**src/rtl/imem_port_arbiter_if.sv**
```systemverilog
// Bundle between the IF stage, the program loader, the byte-wide instruction memory and imem_port_arbiter.
// The slave modport is the arbiter's view; the master modport is the requester/memory side.
interface imem_port_arbiter_if #(
   parameter int DATA_W    = 32,
   parameter int BYTE_W    = 8,
   parameter int MEM_DEPTH = 256
);
   localparam int AW = $clog2(MEM_DEPTH);

   logic              fetch_req;
   logic [DATA_W-1:0] fetch_addr;
   logic              fetch_flush;
   logic              fetch_gnt;
   logic              fetch_valid;
   logic [DATA_W-1:0] fetch_instr;

   logic              load_req;
   logic [DATA_W-1:0] load_addr;
   logic [DATA_W-1:0] load_data;
   logic              load_gnt;
   logic              load_done;

   logic              busy;

   logic              mem_en;
   logic              mem_we;
   logic [AW-1:0]     mem_addr;
   logic [BYTE_W-1:0] mem_wdata;
   logic [BYTE_W-1:0] mem_rdata;

   modport slave (
      input  fetch_req, fetch_addr, fetch_flush,
      input  load_req, load_addr, load_data,
      input  mem_rdata,
      output fetch_gnt, fetch_valid, fetch_instr,
      output load_gnt, load_done, busy,
      output mem_en, mem_we, mem_addr, mem_wdata
   );

   modport master (
      output fetch_req, fetch_addr, fetch_flush,
      output load_req, load_addr, load_data,
      output mem_rdata,
      input  fetch_gnt, fetch_valid, fetch_instr,
      input  load_gnt, load_done, busy,
      input  mem_en, mem_we, mem_addr, mem_wdata
   );
endinterface

```
**src/rtl/imem_port_arbiter.sv**
```systemverilog
// Shares a byte-wide instruction memory between the IF fetch port and the program loader (big-endian words).
// Optional macro IMEM_ARB_RR_EN: round-robin fetch/load priority instead of fixed load-first.
//
// state  | meaning
// IDLE   | no transfer; grants may be issued
// F_RD   | issuing fetch read beats 0..NB-1
// F_LAST | capturing the final read byte
// F_DONE | fetch_valid pulse with the new instruction
// L_WR   | issuing loader write beats 0..NB-1
// L_DONE | load_done pulse
module imem_port_arbiter #(
   parameter int DATA_W    = 32,
   parameter int BYTE_W    = 8,
   parameter int MEM_DEPTH = 256
) (
   input logic                clk,
   input logic                rst,
   imem_port_arbiter_if.slave bus
);
   localparam int NB = DATA_W / BYTE_W;
   localparam int AW = $clog2(MEM_DEPTH);
   localparam int BW = $clog2(NB);
   localparam logic [BW-1:0] LAST_BEAT = BW'(NB - 1);

   typedef enum logic [2:0] {IDLE, F_RD, F_LAST, F_DONE, L_WR, L_DONE} state_t;

   state_t            state;
   logic [BW-1:0]     beat;
   logic [AW-1:0]     base;
   logic [DATA_W-1:0] word_q;
   logic              idle;
   logic              fetch_cand;
   logic              load_pri;
   logic [AW-1:0]     fetch_base;
   logic [AW-1:0]     load_base;
   logic [AW-1:0]     next_addr;
   logic              unused_addr_bits;

   assign fetch_base = {bus.fetch_addr[AW-1:BW], {BW{1'b0}}};
   assign load_base  = {bus.load_addr[AW-1:BW], {BW{1'b0}}};
   assign next_addr  = base + {{(AW-BW){1'b0}}, beat} + AW'(1);
   assign unused_addr_bits = ^{bus.fetch_addr[DATA_W-1:AW], bus.fetch_addr[BW-1:0],
                               bus.load_addr[DATA_W-1:AW], bus.load_addr[BW-1:0]};

   assign idle       = (state == IDLE) && !rst;
   assign fetch_cand = bus.fetch_req && !bus.fetch_flush;

`ifdef IMEM_ARB_RR_EN
   logic rr_load_pri;

   // Whoever was granted last yields on the next simultaneous request.
   always_ff @(posedge clk) begin
      if (rst)
         rr_load_pri <= 1'b0;
      else if (bus.load_gnt)
         rr_load_pri <= 1'b0;
      else if (bus.fetch_gnt)
         rr_load_pri <= 1'b1;
   end

   assign load_pri = rr_load_pri;
`else
   assign load_pri = 1'b1;
`endif

   assign bus.load_gnt  = idle && bus.load_req && (load_pri || !fetch_cand);
   assign bus.fetch_gnt = idle && fetch_cand && !bus.load_gnt;

   always_ff @(posedge clk) begin
      if (rst) begin
         state           <= IDLE;
         beat            <= '0;
         base            <= '0;
         word_q          <= '0;
         bus.fetch_instr <= '0;
         bus.fetch_valid <= 1'b0;
         bus.load_done   <= 1'b0;
         bus.busy        <= 1'b0;
         bus.mem_en      <= 1'b0;
         bus.mem_we      <= 1'b0;
         bus.mem_addr    <= '0;
         bus.mem_wdata   <= '0;
      end else begin
         case (state)
            IDLE: begin
               if (bus.load_gnt) begin
                  state         <= L_WR;
                  base          <= load_base;
                  beat          <= '0;
                  word_q        <= bus.load_data;
                  bus.busy      <= 1'b1;
                  bus.mem_en    <= 1'b1;
                  bus.mem_we    <= 1'b1;
                  bus.mem_addr  <= load_base;
                  bus.mem_wdata <= bus.load_data[DATA_W-1 -: BYTE_W];
               end else if (bus.fetch_gnt) begin
                  state        <= F_RD;
                  base         <= fetch_base;
                  beat         <= '0;
                  bus.busy     <= 1'b1;
                  bus.mem_en   <= 1'b1;
                  bus.mem_we   <= 1'b0;
                  bus.mem_addr <= fetch_base;
               end
            end
            F_RD: begin
               // Read data lags the address by one cycle, so beat k captures byte k-1.
               if (beat != '0)
                  word_q <= {word_q[DATA_W-BYTE_W-1:0], bus.mem_rdata};
               if (bus.fetch_flush) begin
                  state      <= IDLE;
                  beat       <= '0;
                  bus.busy   <= 1'b0;
                  bus.mem_en <= 1'b0;
               end else if (beat == LAST_BEAT) begin
                  state      <= F_LAST;
                  beat       <= '0;
                  bus.mem_en <= 1'b0;
               end else begin
                  beat         <= beat + BW'(1);
                  bus.mem_addr <= next_addr;
               end
            end
            F_LAST: begin
               if (bus.fetch_flush) begin
                  state    <= IDLE;
                  bus.busy <= 1'b0;
               end else begin
                  state           <= F_DONE;
                  bus.fetch_instr <= {word_q[DATA_W-BYTE_W-1:0], bus.mem_rdata};
                  bus.fetch_valid <= 1'b1;
               end
            end
            F_DONE: begin
               state           <= IDLE;
               bus.fetch_valid <= 1'b0;
               bus.busy        <= 1'b0;
            end
            L_WR: begin
               if (beat == LAST_BEAT) begin
                  state         <= L_DONE;
                  beat          <= '0;
                  bus.mem_en    <= 1'b0;
                  bus.mem_we    <= 1'b0;
                  bus.load_done <= 1'b1;
               end else begin
                  beat          <= beat + BW'(1);
                  bus.mem_addr  <= next_addr;
                  word_q        <= word_q << BYTE_W;
                  bus.mem_wdata <= word_q[DATA_W-BYTE_W-1 -: BYTE_W];
               end
            end
            L_DONE: begin
               state         <= IDLE;
               bus.load_done <= 1'b0;
               bus.busy      <= 1'b0;
            end
            default: begin
               state <= IDLE;
            end
         endcase
      end
   end
endmodule

```
**src/flat_wrapper.sv**
```systemverilog
// flat-port wrapper written by rule: the top's interface ports become plain ports
module imem_port_arbiter_flat 
#(
   parameter int DATA_W    = 32,
   parameter int BYTE_W    = 8,
   parameter int MEM_DEPTH = 256
)
  (clk, rst, bus_fetch_req, bus_fetch_addr, bus_fetch_flush, bus_load_req, bus_load_addr, bus_load_data, bus_mem_rdata, bus_fetch_gnt, bus_fetch_valid, bus_fetch_instr, bus_load_gnt, bus_load_done, bus_busy, bus_mem_en, bus_mem_we, bus_mem_addr, bus_mem_wdata);
  imem_port_arbiter_if #(.DATA_W(DATA_W), .BYTE_W(BYTE_W), .MEM_DEPTH(MEM_DEPTH)) bus_i ();
  input logic clk;
  input logic rst;
  input wire logic [$bits(bus_i.fetch_req)-1:0] bus_fetch_req;
  input wire logic [$bits(bus_i.fetch_addr)-1:0] bus_fetch_addr;
  input wire logic [$bits(bus_i.fetch_flush)-1:0] bus_fetch_flush;
  input wire logic [$bits(bus_i.load_req)-1:0] bus_load_req;
  input wire logic [$bits(bus_i.load_addr)-1:0] bus_load_addr;
  input wire logic [$bits(bus_i.load_data)-1:0] bus_load_data;
  input wire logic [$bits(bus_i.mem_rdata)-1:0] bus_mem_rdata;
  output wire logic [$bits(bus_i.fetch_gnt)-1:0] bus_fetch_gnt;
  output wire logic [$bits(bus_i.fetch_valid)-1:0] bus_fetch_valid;
  output wire logic [$bits(bus_i.fetch_instr)-1:0] bus_fetch_instr;
  output wire logic [$bits(bus_i.load_gnt)-1:0] bus_load_gnt;
  output wire logic [$bits(bus_i.load_done)-1:0] bus_load_done;
  output wire logic [$bits(bus_i.busy)-1:0] bus_busy;
  output wire logic [$bits(bus_i.mem_en)-1:0] bus_mem_en;
  output wire logic [$bits(bus_i.mem_we)-1:0] bus_mem_we;
  output wire logic [$bits(bus_i.mem_addr)-1:0] bus_mem_addr;
  output wire logic [$bits(bus_i.mem_wdata)-1:0] bus_mem_wdata;
  assign bus_i.fetch_req = bus_fetch_req;
  assign bus_i.fetch_addr = bus_fetch_addr;
  assign bus_i.fetch_flush = bus_fetch_flush;
  assign bus_i.load_req = bus_load_req;
  assign bus_i.load_addr = bus_load_addr;
  assign bus_i.load_data = bus_load_data;
  assign bus_i.mem_rdata = bus_mem_rdata;
  assign bus_fetch_gnt = bus_i.fetch_gnt;
  assign bus_fetch_valid = bus_i.fetch_valid;
  assign bus_fetch_instr = bus_i.fetch_instr;
  assign bus_load_gnt = bus_i.load_gnt;
  assign bus_load_done = bus_i.load_done;
  assign bus_busy = bus_i.busy;
  assign bus_mem_en = bus_i.mem_en;
  assign bus_mem_we = bus_i.mem_we;
  assign bus_mem_addr = bus_i.mem_addr;
  assign bus_mem_wdata = bus_i.mem_wdata;
  imem_port_arbiter #(.DATA_W(DATA_W), .BYTE_W(BYTE_W), .MEM_DEPTH(MEM_DEPTH)) u_core (.clk(clk), .rst(rst), .bus(bus_i));
endmodule
```
**config.mk**
```make
export PLATFORM = sky130hd
export DESIGN_NAME = imem_port_arbiter_flat
export DESIGN_NICKNAME = d
export VERILOG_FILES = /design/src/rtl/imem_port_arbiter_if.sv /design/src/rtl/imem_port_arbiter.sv /design/src/flat_wrapper.sv
export SDC_FILE = /design/constraint.sdc
export NUM_CORES = 1
export LEC_CHECK = 0
export ABC_CLOCK_PERIOD_IN_PS = 4200
export CORE_ASPECT_RATIO = 0.7
export CORE_MARGIN = 2
export CORE_UTILIZATION = 47
export CTS_CLUSTER_DIAMETER = 30
export DETAILED_ROUTE_END_ITERATION = 16
export PLACE_DENSITY_LB_ADDON = 0.08
export SLEW_MARGIN = 10
export SYNTH_ARGS = -nofsm -noshare
export SYNTH_HDL_FRONTEND = slang
export SYNTH_SLANG_ARGS = --single-unit
```
**constraint.sdc**
```tcl
create_clock -name clk -period 4.2 [get_ports clk]
set_clock_uncertainty 0.2 [all_clocks]
set_input_delay 0.42 -clock clk [delete_from_list [all_inputs] [get_ports clk]]
set_output_delay 0.42 -clock clk [all_outputs]
set_load 0.05 [all_outputs]
```
Word-level counts from Yosys, hierarchy flattened:

Cells that the tools add are included.

* bits of input ports: 109
* flip-flop bits (word level): 90

* equal/unequal tests: 15
* reductions and logical operators: 29
* muxes and demuxes: 39
* $add $sub $neg: 3
* bitwise operators: 1

Operators by type and width (number)
* $mux 24: 3
* $pmux 24 s3: 1
* $mux 8: 6
* $pmux 8 s3: 1
* $pmux 8 s2: 1
* $mux 3: 5
* $reduce_and 3->1: 5
* $pmux 3 s4: 1
* $mux 1: 10
* $mux 2: 5
* $reduce_and 2->1: 5
* $reduce_bool 2->1: 5
* $add 8x1->8 const B: 1
* $add 8x2->8: 1
* $ne 2x1->1 const B: 4
* $eq 3x2->1 const B: 2
* $eq 3x3->1 const B: 2
* $ne 2x2->1 const B: 3
* $ne 3x2->1 const B: 2
* $pmux 1 s2: 3
* $pmux 1 s3: 2
* $pmux 2 s3: 1
* $reduce_bool 3->1: 2
* $logic_and 1x1->1: 5
* 8 further kinds: 11

Depth between registers and ports, before layout:

Gate-level depths: netlist (run 1).

* word-level depth: 8
* depth in mapped cells: 7

Worst setup path after synthesis (run 1):

OpenSTA, ideal clock, no wires.

* kind: reg-to-output
* start: reg u_core.state[0]
* end: out bus_fetch_gnt
* arrival: 1.825 ns
* required time: 3.580 ns
* slack: 1.755 ns
* path buffers: 2
* stages on the path, launching flop included: 6
* path through: dfxtp_1 -> buf_6 -> buf_2 -> nor3_1 -> nand3_2 -> nor2_1

* word-level cells in the longest chain between the ends: 5
* elaborated cells between the ends (all ways): 6
* those cells by class: reduce/logical (6)

Ends and longest elaborated chain
* start: declaration: RTL line imem_port_arbiter.sv:27 `state_t state;`
* start signal: assignment: RTL line imem_port_arbiter.sv:71 `state <= IDLE;`
* start signal: assignment: RTL line imem_port_arbiter.sv:87 `state <= L_WR;`
* start signal: assignment: RTL line imem_port_arbiter.sv:97 `state <= F_RD;`
* $logic_not 3->1 *: RTL line imem_port_arbiter.sv:45 `assign idle = (state == IDLE) && !rst;`
* $logic_and 1x1->1 *: RTL line imem_port_arbiter.sv:45
* $logic_and 1x1->1: RTL line imem_port_arbiter.sv:66 `assign bus.load_gnt = idle && bus.load_req && (load_pri || !fetch_cand);`
* $logic_not 1->1: RTL line imem_port_arbiter.sv:67 `assign bus.fetch_gnt = idle && fetch_cand && !bus.load_gnt;`
* $logic_and 1x1->1 *: RTL line imem_port_arbiter.sv:67
* end: declaration: RTL line flat_wrapper.sv:19 `output wire logic [$bits(bus_i.fetch_gnt)-1:0] bus_fetch_gnt;`

Every way passes the cells marked *; elsewhere a longest branch is shown, timed or not.

Worst setup path in the final report (run 1):

Ends and elaborated chain as after synthesis.

==> flow_metrics.env, run 1 <==
export IMPL_cts_tree="yes"
export IMPL_drc=0
export IMPL_grtUsageTotal_pct=22.8
export IMPL_clk_latency_ns=0.33
export IMPL_drive_gt1_share_pct=8.64
export IMPL_yosys_area_top_type="dfxtp_1"
export IMPL_use_met2_pct=32.7
export IMPL_drt_pre_antenna_iters=6
export IMPL_wl_per_cell_um=15.6
export IMPL_start_util_pct=49.2
export IMPL_synth_distinct_cells=51
export IMPL_swShare_pct=39.5
export IMPL_required_ns=3.58
export IMPL_min_path_type="flop to flop"
export IMPL_ant_nets=0
export IMPL_cp_top_family="simple AND/OR/NAND/NOR gates"
export IMPL_setup_ws_ns=0.816
export IMPL_numCtsBuffers=9
export IMPL_dieHeight_um=83.3
export IMPL_drv_cap=0
export IMPL_final_util_pct=65.6
export IMPL_final_hold_violation_count=0
export IMPL_fin_crit_ns=3.38
export IMPL_core_area_um2=8580
export IMPL_criticalPathCategory="flop to output port"
export IMPL_place_hpwl_um=7770
export IMPL_cts_root_buf="clkbuf_16"
export IMPL_p_sw_mw=1.42
export IMPL_grt_pass1_vias=3617
export IMPL_leakage_nw=2.02
export IMPL_io_buffers=111
export IMPL_holdWs_ns=0.254
export IMPL_tns_ns=0
export IMPL_synth_nets=609
export IMPL_powerDensity_nw_per_um2=640
export IMPL_slowest_delay_ns=0.81
export IMPL_clockBufferDepth=2
export IMPL_r2r_start="u_core.state[0]"
export IMPL_worstPathMaxFanout=26
export IMPL_ys_seq_area_share_pct=41.7
export IMPL_period_share_pct=80.6
export IMPL_yosysTopAreaCellShare_pct=41.7
export IMPL_cp_slowest_cell="clkdlybuf4s50_1"
export IMPL_synth_area_leaders="dfxtp_1 (42%), nand2_1 (9.5%), a21oi_1 (6.4%)"
export IMPL_rsz0062_at_grt="false"
export IMPL_yosysWarnings=0
export IMPL_ir_drop_mv=0.294
export IMPL_cts_resized=0
export IMPL_die_w_um=117
export IMPL_critPathArrivalTime_ns=2.76
export IMPL_area_growth_pct=33.4
export IMPL_yosys_register_bits=88
export IMPL_min_delay_start="u_core.bus.fetch_instr[3]"
export IMPL_max_freq_mhz=296
export IMPL_final_area_um2=5630
export IMPL_routed_wl_um=11100
export IMPL_pre_cts_ws_ns=0.933
export IMPL_postCtsHoldBufs=0
export IMPL_power_share_combinational_pct=40.4
export IMPL_htree_levels=3
export IMPL_synth_edf_count=0
export IMPL_gp_congestion=0.856
export IMPL_synth_main_ff_cell="dfxtp_1"
export IMPL_diodes=0
export IMPL_antenna_found_initial=0
export IMPL_vias_per_cell=5.46
export IMPL_r2r_end="u_core.word_q[20]"
export IMPL_seqPwrFrac_pct=34.1
export IMPL_dieArea_um2=9770
export IMPL_place_area_um2=5290
export IMPL_whs_endpoint="u_core.bus.fetch_instr[3]"
export IMPL_min_path_cells=2
export IMPL_grt_ovfl_total=0
export IMPL_grt_max_degree=49
export IMPL_relSlewSlack_pct=23.1
export IMPL_num_io_pins=164
export IMPL_fillers=762
export IMPL_endpoint_kind="output port"
export IMPL_nets=696
export IMPL_avgSynthCellArea_um2=8.47
export IMPL_path_clk_slew_ns=0.06
export IMPL_reg2reg_depth=4
export IMPL_busiest_layer="met1"
export IMPL_p_int_mw=2.18
export IMPL_tightest_slew_ns=1.15
export IMPL_clockPowerShare_pct=25.5
export IMPL_cp_cell_sequence="nor3_1 -> nand3_2 -> nor2_1 -> clkdlybuf4s50_1"
export IMPL_ys_async_sr_fraction_pct=0
export IMPL_met1_usage_pct=33.8
export IMPL_syn_inst=498
export IMPL_use_met3_pct=6.06
export IMPL_setup_viol=0
export IMPL_cts_setup_buffers=0
export IMPL_vias=3874
export IMPL_r2r_slack_ns=1.19
export IMPL_drtIter0Drc=306
export IMPL_critPathBufInv=1
export IMPL_synthesis_area_um2=4220
export IMPL_rows=28
export IMPL_cts_sinks=88
export IMPL_grt_pass1_wl_um=17800
export IMPL_start_kind="flop"
export IMPL_drv_slew=0
export IMPL_outcome="complete, no violations"
worst register-to-register path, delay by kind of cell, from the launching register on:
family                    cells  cell delay [ns]
AOI/OAI and AO/OA             1             0.28
and+or+nand+nor               2             1.10
DFF                           1             1.01
xor gates and xnor gates      1             0.33
state kept, by name, summed over array words and instances (netlist names), 2 cells and up:
name / cells
u_core.bus.fetch_instr: 32
u_core.word_q: 24
u_core.bus.mem_addr: 8
u_core.bus.mem_wdata: 8
u_core.base: 6
u_core.state: 3
u_core.beat: 2
cell usage in the layout (no fill, tap or decap), types with 3 or more instances in the layout:
master and n:
nor2b_1 12, a21boi_0 3, o32ai_1 6, o21a_1 3, nor3_1 4, inv_1 8
a211oi_1 26, nor2_1 47, mux2i_1 13, dfxtp_1 88, nand2_1 107, a311oi_2 16
o21ai_0 9, nand3_1 7, clkbuf_16 9, clkdlybuf4s50_1 110, and3_1 6, a2bb2oi_1 8
bufinv_16 3, buf_4 5, a21oi_1 54
final cells by class:
cell class              count  area (µm²)  area share (%)
inverters                   9        33.8           0.600
multi-input cells         361        2200            39.0
flip-flops and latches     88        1760            31.3
repair buffers            116        1140            20.3
clock inverters             5         104            1.84
clock buffers              11         243            4.31
well taps                 120         150            2.67
per-layer routing:
| metal | routed length (µm) | share of wire (%) |
|---|---|---|
| met1 | 5480 | 49 |
| met4 | 94 | 0.85 |
| met5 | 0 | 0 |
| met3 | 797 | 7.2 |
| met2 | 4740 | 43 |
Yosys cell counts (3+ instances only):
library cell	count
a211oi_1	26
a21boi_0	3
a21oi_1	54
a2bb2oi_1	8
a311oi_2	16
and3_1	6
buf_2	10
buf_4	7
buf_6	6
clkbuf_1	16
dfxtp_1	88
inv_1	8
mux2i_1	13
nand2_1	107
nand3_1	7
nor2_1	47
nor2b_1	12
nor3_1	4
o21a_1	3
o21ai_0	9
o32ai_1	6
power by group through the flow:
stage / clock [mW] / combinational, mW / sequential [mW]
finish: 0.919 / 1.46 / 1.23
global route: 0.971 / 1.59 / 1.25
CTS: 0.933 / 1.46 / 1.22
detailed placement: 0 / 1.46 / 1.24
global placement: 0 / 1.43 / 1.23
floorplan: 0 / 1.01 / 1.37
cells by family (layout without fill, tap and decap cells):
kind of cell             count (synthesis)  after routing  synth area share (%)
flip-flops                              88             88                  41.7
AND/OR/NAND/NOR                        197            197                  20.7
AO/OA/AOI/OAI                          144            144                  26.4
multiplexers                            14             14                  3.35
buffers and inverters                   49            141                  6.34
adder cells (fa/ha/maj)                  2              2                 0.593
XOR/XNOR                                 4              4                 0.830
metrics by stage:
step	power, mW	cells
after CTS	3.62	710
after global placement	2.66	694
final	3.60	710
after detailed placement	2.70	694
after floorplan	2.38	498
after global routing	3.82	710
how the worst max path moves through the flow:
stage / slack [ns] / depth (start not counted) / from / end
3_5_place_dp: 0.93 / 5 / bus_fetch_flush / bus_fetch_gnt
3_3_place_gp: 0.97 / 5 / bus_fetch_flush / bus_fetch_gnt
2_1_floorplan: 1.75 / 5 / u_core.state[0] / bus_fetch_gnt
6_report: 0.82 / 4 / u_core.state[0] / bus_fetch_gnt
5_1_grt: 0.65 / 4 / u_core.state[0] / bus_fetch_gnt
4_1_cts: 0.82 / 4 / u_core.state[0] / bus_fetch_gnt
No activity file was read; power rests on OpenSTA's default activity.
==> run 2, diff against run 1 <==
--- a/config.mk
+++ b/config.mk
@@ -5,10 +5,10 @@
 export SDC_FILE = /design/constraint.sdc
 export NUM_CORES = 1
 export LEC_CHECK = 0
-export ABC_CLOCK_PERIOD_IN_PS = 4200
+export ABC_CLOCK_PERIOD_IN_PS = 3400
 export CORE_ASPECT_RATIO = 0.7
 export CORE_MARGIN = 2
-export CORE_UTILIZATION = 47
+export CORE_UTILIZATION = 44
 export CTS_CLUSTER_DIAMETER = 30
 export DETAILED_ROUTE_END_ITERATION = 16
 export PLACE_DENSITY_LB_ADDON = 0.08
==> constraint.sdc (replaced) <==
create_clock -name clk -period 3.4 [get_ports clk]
set_clock_uncertainty 0.2 [all_clocks]
set_input_delay 0.34 -clock clk [delete_from_list [all_inputs] [get_ports clk]]
set_output_delay 0.34 -clock clk [all_outputs]
set_load 0.05 [all_outputs]
==> flow_metrics.env, run 2 (synthesized netlist as in run 1, its figures left out) <==
export IMPL_io_buffers=111
export IMPL_clk_latency_ns=0.33
export IMPL_largest_register="u_core.bus.fetch_instr"
export IMPL_min_path_type="flop to flop"
export IMPL_path_clk_slew_ns=0.06
export IMPL_rsz0062_at_grt="false"
export IMPL_tns_ns=0
export IMPL_vias_per_cell=5.47
export IMPL_postCtsHoldBufs=0
export IMPL_drive_gt1_share_pct=9.92
export IMPL_antenna_found_initial=0
export IMPL_tightest_slew_ns=0.800
export IMPL_nets=701
export IMPL_final_common_cell="clkdlybuf4s50_1"
export IMPL_drv_cap=0
export IMPL_r2r_end="u_core.word_q[23]"
export IMPL_gp_congestion=0.854
export IMPL_wl_per_cell_um=15.7
export IMPL_fin_crit_ns=2.74
export IMPL_rows=29
export IMPL_dieHeight_um=85.9
export IMPL_layout_cells_most_common_list="clkdlybuf4s50_1 (108), nand2_1 (107), dfxtp_1 (88), a21oi_1 (54), nor2_1 (47)"
export IMPL_required_ns=2.86
export IMPL_grt_pass1_vias=3633
export IMPL_fillers=817
export IMPL_vias=3933
export IMPL_ir_drop_mv=0.501
export IMPL_power_mw=4.50
export IMPL_die_w_um=121
export IMPL_multi_input_area_um2=2200
export IMPL_diodes=0
export IMPL_endpoint_kind="output port"
export IMPL_grtUsageTotal_pct=22.5
export IMPL_r2r_start="u_core.beat[0]"
export IMPL_htree_levels=3
export IMPL_drc=0
export IMPL_clockBufferDepth=2
export IMPL_powerDensity_nw_per_um2=793
export IMPL_cts_sinks=88
export IMPL_cts_tree="yes"
export IMPL_area_growth_pct=34.6
export IMPL_outcome="complete, no violations"
export IMPL_numCtsBuffers=9
export IMPL_relSlewSlack_pct=46.6
export IMPL_start_kind="flop"
export IMPL_dieArea_um2=10400
export IMPL_start_util_pct=46.0
export IMPL_cts_root_buf="clkbuf_16"
export IMPL_drtIter0Drc=234
export IMPL_criticalPathCategory="flop to output port"
export IMPL_grt_pass1_wl_um=18600
export IMPL_whs_endpoint="u_core.bus.fetch_instr[26]"
export IMPL_seq_area_um2=1760
export IMPL_min_path_cells=2
export IMPL_grt_ovfl_total=0
export IMPL_r2r_slack_ns=0.92
export IMPL_top_regs="u_core.bus.fetch_instr: 32 flops, u_core.word_q: 24 flops"
export IMPL_num_io_pins=164
export IMPL_place_hpwl_um=8060
export IMPL_largest_register_ff_count=32
export IMPL_setup_viol=0
export IMPL_leakage_nw=2.05
export IMPL_grt_max_degree=49
export IMPL_routed_wl_um=11300
export IMPL_final_area_um2=5680
export IMPL_cts_resized=0
export IMPL_final_hold_violation_count=0
export IMPL_worstPathMaxFanout=19
export IMPL_min_delay_start="u_core.bus.fetch_instr[26]"
export IMPL_cts_setup_buffers=0
export IMPL_place_area_um2=5330
export IMPL_period_share_pct=80.5
export IMPL_ant_nets=0
export IMPL_max_freq_mhz=365
export IMPL_drv_slew=0
export IMPL_core_area_um2=9180
export IMPL_reg2reg_depth=6
export IMPL_drt_pre_antenna_iters=4
export IMPL_critPathArrivalTime_ns=2.20
[run 2: cell count changes in the layout (fill, tap and decap cells not counted)]
cell             delta
buf_2               -1
clkinv_2            -1
clkbuf_1            -1
clkdlybuf4s50_1     -2
buf_4               +8
inv_6               +1
clkinvlp_4          +1
[run 2: worst max path at each step]
stage,depth (start not counted),end,from
after global placement,6,u_core.word_q[16],bus_load_req
after global routing,4,bus_load_gnt,u_core.state[1]
after floorplan,5,bus_fetch_gnt,u_core.state[0]
after detailed placement,6,u_core.word_q[23],bus_load_req
final,4,bus_load_gnt,u_core.state[1]
after CTS,4,bus_load_gnt,u_core.state[1]
[run 2: where the power goes]
part           total (mW)  internal (mW)  switching, mW
registers            1.47           1.27          0.196
logic                1.88          0.707           1.18
clock network        1.15          0.742          0.410
[run 2: area by class of cell]
type	instances	share of cell area, %
inverter	9	0.595
clock inverter	6	2.03
tap	124	2.73
clock buffer	10	4.21
timing repair buffer	121	20.8
sequential	88	31.0
multi-input combinational	361	38.7
[run 2: critical path: stages (launching register included)]
cell and delay, ns:
dfxtp_1 0.51, nor3_4 0.61, nand2_2 0.41, inv_1 0.13, buf_4 0.20
[run 2: through the flow]
| step | std cells | util (%) | worst slack [ns] | hold WS [ns] |
|---|---|---|---|---|
| finish | 719 | 61.9 | 0.664 | 0.253 |
| global route | 719 | 61.9 | 0.505 | 0.255 |
| CTS | 719 | 61.9 | 0.672 | 0.237 |
| detailed placement | 703 | 58.0 | 0.697 | 0.247 |
| global placement | 703 | 58.0 | 0.769 | 0.241 |
| floorplan | 498 | - | 1.03 | 0.245 |
[run 2: per-layer routing]
| layer | track usage, % | wire, µm | vias to the layer above |
|---|---|---|---|
| met1 | 33.4 | 5650 | 1831 |
| li1 | - | - | 1948 |
| met4 | 4.97 | 53 | 0 |
| met2 | 32.4 | 4700 | 147 |
| met3 | 6.25 | 883 | 7 |
| met5 | 0 | 0 | - |
